### src/rtl/inst_aligner.sv
// Fetch-side halfword queue: re-aligns sequential 32-bit memory words into whole
// 16-bit or 32-bit RV32IMC instructions, including 32-bit ones straddling a word.
module inst_aligner #(
  parameter logic [31:0] RESET_PC = 32'h0000_0000,
  parameter int          ADDR_W   = 12,
  parameter int          DEPTH    = 4
) (
  input  logic              clk,
  input  logic              nrst,
  input  logic              if_en,
  input  logic              flush,
  input  logic [31:0]       flush_target,
  output logic              imem_en,
  output logic [ADDR_W-1:0] imem_addr,
  input  logic [31:0]       imem_rdata,
  output logic [31:0]       if_inst,
  output logic [31:0]       if_pc,
  output logic              if_is_c,
  output logic              buffer_stall
);

  localparam int CNT_W = $clog2(DEPTH + 1);

  logic [15:0]       q_q [DEPTH];
  logic [15:0]       q_d [DEPTH];
  logic [CNT_W-1:0]  count_q, count_d;
  logic [ADDR_W-1:0] fetch_wa_q, fetch_wa_d;
  logic              inflight_q;
  logic              skip_q, skip_d;
  logic [31:0]       pc_q, pc_d;

  logic              head_c, stall_raw, space_ok, pop, push;
  logic [15:0]       push_hw0, push_hw1;
  int                pop_n, push_n, base;

  // Output decode straight from the queue head; forced to reset values while nrst is high
  assign head_c       = (q_q[0][1:0] != 2'b11);
  assign stall_raw    = (count_q == '0) | ((count_q == CNT_W'(1)) & !head_c);
  assign buffer_stall = nrst | stall_raw;
  assign if_is_c      = !nrst & (count_q != '0) & head_c;
  assign if_pc        = nrst ? RESET_PC : pc_q;
  assign if_inst      = (nrst | (count_q == '0)) ? 32'h0 :
                        head_c ? {16'h0, q_q[0]} : {q_q[1], q_q[0]};

  // Only request when the queue can absorb this word plus any word already in flight
  assign space_ok  = (int'(count_q) + (inflight_q ? 2 : 0) + 2) <= DEPTH;
  assign imem_en   = !nrst & (flush | space_ok);
  assign imem_addr = flush ? flush_target[ADDR_W+1:2] : fetch_wa_q;

  assign pop      = if_en & !stall_raw & !flush;
  assign push     = inflight_q & !flush;
  assign push_hw0 = skip_q ? imem_rdata[31:16] : imem_rdata[15:0];
  assign push_hw1 = imem_rdata[31:16];

  always_comb begin
    pop_n  = pop ? (head_c ? 1 : 2) : 0;
    push_n = push ? (skip_q ? 1 : 2) : 0;
    base   = int'(count_q) - pop_n;
    for (int i = 0; i < DEPTH; i++) begin
      q_d[i] = q_q[i];
      if (i + pop_n < int'(count_q))        q_d[i] = q_q[i + pop_n];
      else if (i == base && push_n >= 1)    q_d[i] = push_hw0;
      else if (i == base + 1 && push_n == 2) q_d[i] = push_hw1;
    end

    count_d    = CNT_W'(int'(count_q) - pop_n + push_n);
    pc_d       = pop ? (pc_q + (head_c ? 32'd2 : 32'd4)) : pc_q;
    fetch_wa_d = imem_en ? (fetch_wa_q + ADDR_W'(1)) : fetch_wa_q;
    skip_d     = push ? 1'b0 : skip_q;

    // A redirect empties the queue and restarts fetch at the target word
    if (flush) begin
      count_d    = '0;
      pc_d       = flush_target & ~32'd1;
      fetch_wa_d = flush_target[ADDR_W+1:2] + ADDR_W'(1);
      skip_d     = flush_target[1];
    end
  end

  always_ff @(posedge clk) begin
    if (nrst) begin
      count_q    <= '0;
      inflight_q <= 1'b0;
      skip_q     <= 1'b0;
      pc_q       <= RESET_PC;
      fetch_wa_q <= RESET_PC[ADDR_W+1:2];
    end else begin
      count_q    <= count_d;
      inflight_q <= imem_en;
      skip_q     <= skip_d;
      pc_q       <= pc_d;
      fetch_wa_q <= fetch_wa_d;
    end
  end

  always_ff @(posedge clk) begin
    q_q <= q_d;
  end

endmodule

### config.mk
export PLATFORM = sky130hd
export DESIGN_NAME = inst_aligner
export DESIGN_NICKNAME = d
export VERILOG_FILES = /design/src/rtl/inst_aligner.sv
export SDC_FILE = /design/constraint.sdc
export NUM_CORES = 1
export LEC_CHECK = 0
export ABC_CLOCK_PERIOD_IN_PS = 4610
export BUFFER_PORTS_ARGS = -buffer_cell sky130_fd_sc_hd__buf_4
export CAP_MARGIN = 20
export CELL_PAD_IN_SITES_DETAIL_PLACEMENT = 1
export CELL_PAD_IN_SITES_GLOBAL_PLACEMENT = 1
export CORE_ASPECT_RATIO = 0.7
export CORE_MARGIN = 2
export CORE_UTILIZATION = 43
export DETAILED_ROUTE_END_ITERATION = 12
export HOLD_SLACK_MARGIN = 0.06
export PLACE_DENSITY = 0.87
export SLEW_MARGIN = 20
export SYNTH_ARGS = -nofsm -noshare
export SYNTH_HDL_FRONTEND = slang
export SYNTH_SLANG_ARGS = --single-unit
### constraint.sdc
create_clock -name clk -period 4.61 [get_ports clk]
set_input_delay 0.2305 -clock clk [delete_from_list [all_inputs] [get_ports clk]]
set_output_delay 0.2305 -clock clk [all_outputs]
set_load 0.03 [all_outputs]
==> run summary <==
power share of the combinational group = 0.260
Reg clk slew, reported paths = 0.08 ns
Non-Filler Instances = 1,309
Netlist cell types = 72
IO buf count = 144
syn_area_per_cell = 8.99 sq um
FP Rows = 42
Min-Delay Path Class = in -> reg
antenna-violating nets left = 0
largest net degree at the start of global routing = 66
most frequent cells in the layout = buf_4, nand2_1, nor2_1
cell chosen for the clock root = clkbuf_16
TritonCTS clock tree = yes
vias = 8,208
Pleak = 3.73 nW
CP Launch Type = flip-flop
initial antenna violation count = 0
Maximum Capacitance Violations = 0
deepest clock path buffer count = 2
GR Util met3 = 0.0511
status = finished clean
setup TNS = 0 ns
final cycle utilization of the critical path = 0.828
largest area contributor in the netlist = edfxtp_1
Hold Vio Cnt, Final = 0
Clk pwr share = 0.300
switching pwr = 957 uW
Sequential Power Share = 0.440
async set-reset flop share out of synthesis = 0
crit-path max FO = 32
DR vias/cell = 6.27
fin area = 0.00993 sq mm
routed length per instance = 22.8 um
sw frac = 0.331
Die H = 121 um
post-CTS resize count = 0
total CTS buffers = 9
Max Clock Freq = 0.262 GHz
Rel. slew slack = 0.404
RSZ-0062 raised after global routing = false
Initial DRC Count = 622
Setup violations, final = 0
Syn. warnings = 0
Area growth, synth to finish = 18.7%
post-synth top area share = 0.230
most common cell after layout, fill and taps aside = buf_4
DRT Pass-1 Iters = 6
clock period minus worst slack = 3.82 ns
DP HPWL = 20,700 um
mapped cell area = 0.00836 sq mm
slowest CP cell = edfxtp_1
Total GRT Usage = 0.290
total grt overflow = 0
worst-path cell chain = nand2_1 > and3_4 > ha_1 > inv_1 > fa_1 > inv_1 > ha_1 > nand3b_2 > a2111oi_4 > buf_4 > nand2_1 > o211ai_1 > o21ai_0
Max Slew Vio Count = 0
ANT cells = 0
clock sinks = 112
Hold Buf Count CTS = 0
Syn Inst Count = 930
Mapped Nets = 1,020
pwr dens = 292 mW/mm^2
Slew @ Worst Pin = 0.894 ns
busiest grt layer = met2
WS Path Type = reg -> reg
Max IR drop VDD = 0.000152 V
drc violations = 0
layout cells sized above 1 = 0.226
first-pass GRT wire length = 45,900 um
Area after DPL = 0.00962 sq mm
Cell Int Power = 1.94 mW
Yosys reg bits = 112
Clock Latency Late Sink = 0.37 ns
Core Region = 0.0190 sq mm
Critical Path RT = 4.71 ns
CP arrival = 3.92 ns
# Post-CTS Setup Buffers = 0
H-Tree Depth = 3
grt met2 use = 0.462
Post-synth EDFFs = 64
Critical Path End Type = flip-flop
routability congestion estimate = 0.829
Initial Util = 0.441
ys flop type = edfxtp_1
vias in the first global route = 8,259
Nets = 1,130
Synth area leaders = edfxtp_1, dfxtp_1, mux2i_1
full die area = 0.0206 sq mm
largest stage delay on the critical path = 0.53 ns
M1 GR Usage = 0.388
# IOs = 147
dpl cells = 1,293
final WL = 29,900 um
Setup Skew = 0.00889 ns
Die X = 171 um
sequential area share after synthesis = 0.345
-- stage by stage --
step / power (mW) / util / hold slack, ns / worst slack, ns
detailed placement: 2.03 / 0.507 / 0.454 / 0.900
global placement: 1.99 / 0.507 / 0.435 / 1.10
global route: 2.99 / 0.523 / 0.116 / 0.585
floorplan: 1.73 / - / 0.374 / 0.407
CTS: 2.89 / 0.523 / 0.0973 / 0.845
finish: 2.89 / 0.523 / 0.104 / 0.791
-- synth_stat cells (5+ instances only) --
master    instances
nand2_1          97
nor2_1           90
o211ai_1         65
edfxtp_1         64
mux2i_1          51
dfxtp_1          48
o221ai_1         47
and3_1           41
clkbuf_1         39
o21ai_0          36
nor2b_1          32
inv_1            26
xnor2_1          22
buf_2            21
a211oi_1         19
ha_1             19
nand3_1          19
nor3_1           19
o41ai_2          14
xor2_1           12
a21oi_1          10
and2_1            9
nand4_1           9
o21ai_1           9
buf_6             8
mux2_2            8
a311oi_1          5
nand2b_1          5
nor4_1            5
or2_2             5
or3_1             5
-- critical path: cells and delay by family (launching register included) --
kind            cells  cell delay (ns)
compound gates      3             0.74
fa+ha+maj           3             0.77
buf+inv             3             0.59
flops               1             0.53
simple gates        4             0.89
-- final timing paths --
path,slack [ns],start,cells past startpoint,to
worst min-delay path,0.10,flush_target[25],3,pc_q[25]
worst max-delay path,0.79,q_q[49],13,q_q[52]
worst min register to register,0.47,fetch_wa_q[11],2,fetch_wa_q[11]
worst max register to register,0.79,q_q[49],13,q_q[52]
-- area by class of cell --
cell class | instances | area [sq um]
clock inverters | 7 | 86.3
repair buffers | 175 | 1310
clock buffers | 9 | 225
flip-flops and latches | 112 | 2880
multi-input cells | 715 | 4980
inverters | 27 | 106
fillers | 2207 | 9040
well taps | 264 | 330
-- power by group through the flow --
stage	clock (mW)	sequential [mW]	combinational, mW
2_1_floorplan	0	1.26	0.471
3_3_place_gp	0	1.29	0.701
3_5_place_dp	0	1.29	0.734
4_1_cts	0.875	1.27	0.740
5_1_grt	0.902	1.29	0.801
6_report	0.869	1.27	0.751
-- registers in the layout, summed over array words and instances, names as in the netlist --
signal / flops
skip_q: 1
count_q: 3
inflight_q: 1
q_q: 64
fetch_wa_q: 12
pc_q: 31
-- layer usage --
layer	vias to the layer above	wire length, um
met3	73	2330
met5	-	0
met2	355	13900
li1	3719	-
met1	4061	12700
met4	0	923
-- kinds of logic (layout without fill, tap and decap cells) --
| family | after synthesis | in the layout | share of synthesized area |
|---|---|---|---|
| AOI/OAI and AO/OA | 240 | 240 | 0.235 |
| xor gates and xnor gates | 34 | 34 | 0.0356 |
| adders and majority gates | 22 | 22 | 0.0356 |
| buffers and inverters | 103 | 218 | 0.0607 |
| DFF | 112 | 112 | 0.345 |
| muxes | 59 | 59 | 0.0718 |
| other | 1 | 1 | 0.000448 |
| and+or+nand+nor | 359 | 359 | 0.216 |
Note: power is estimated with default switching activity, not from simulation.
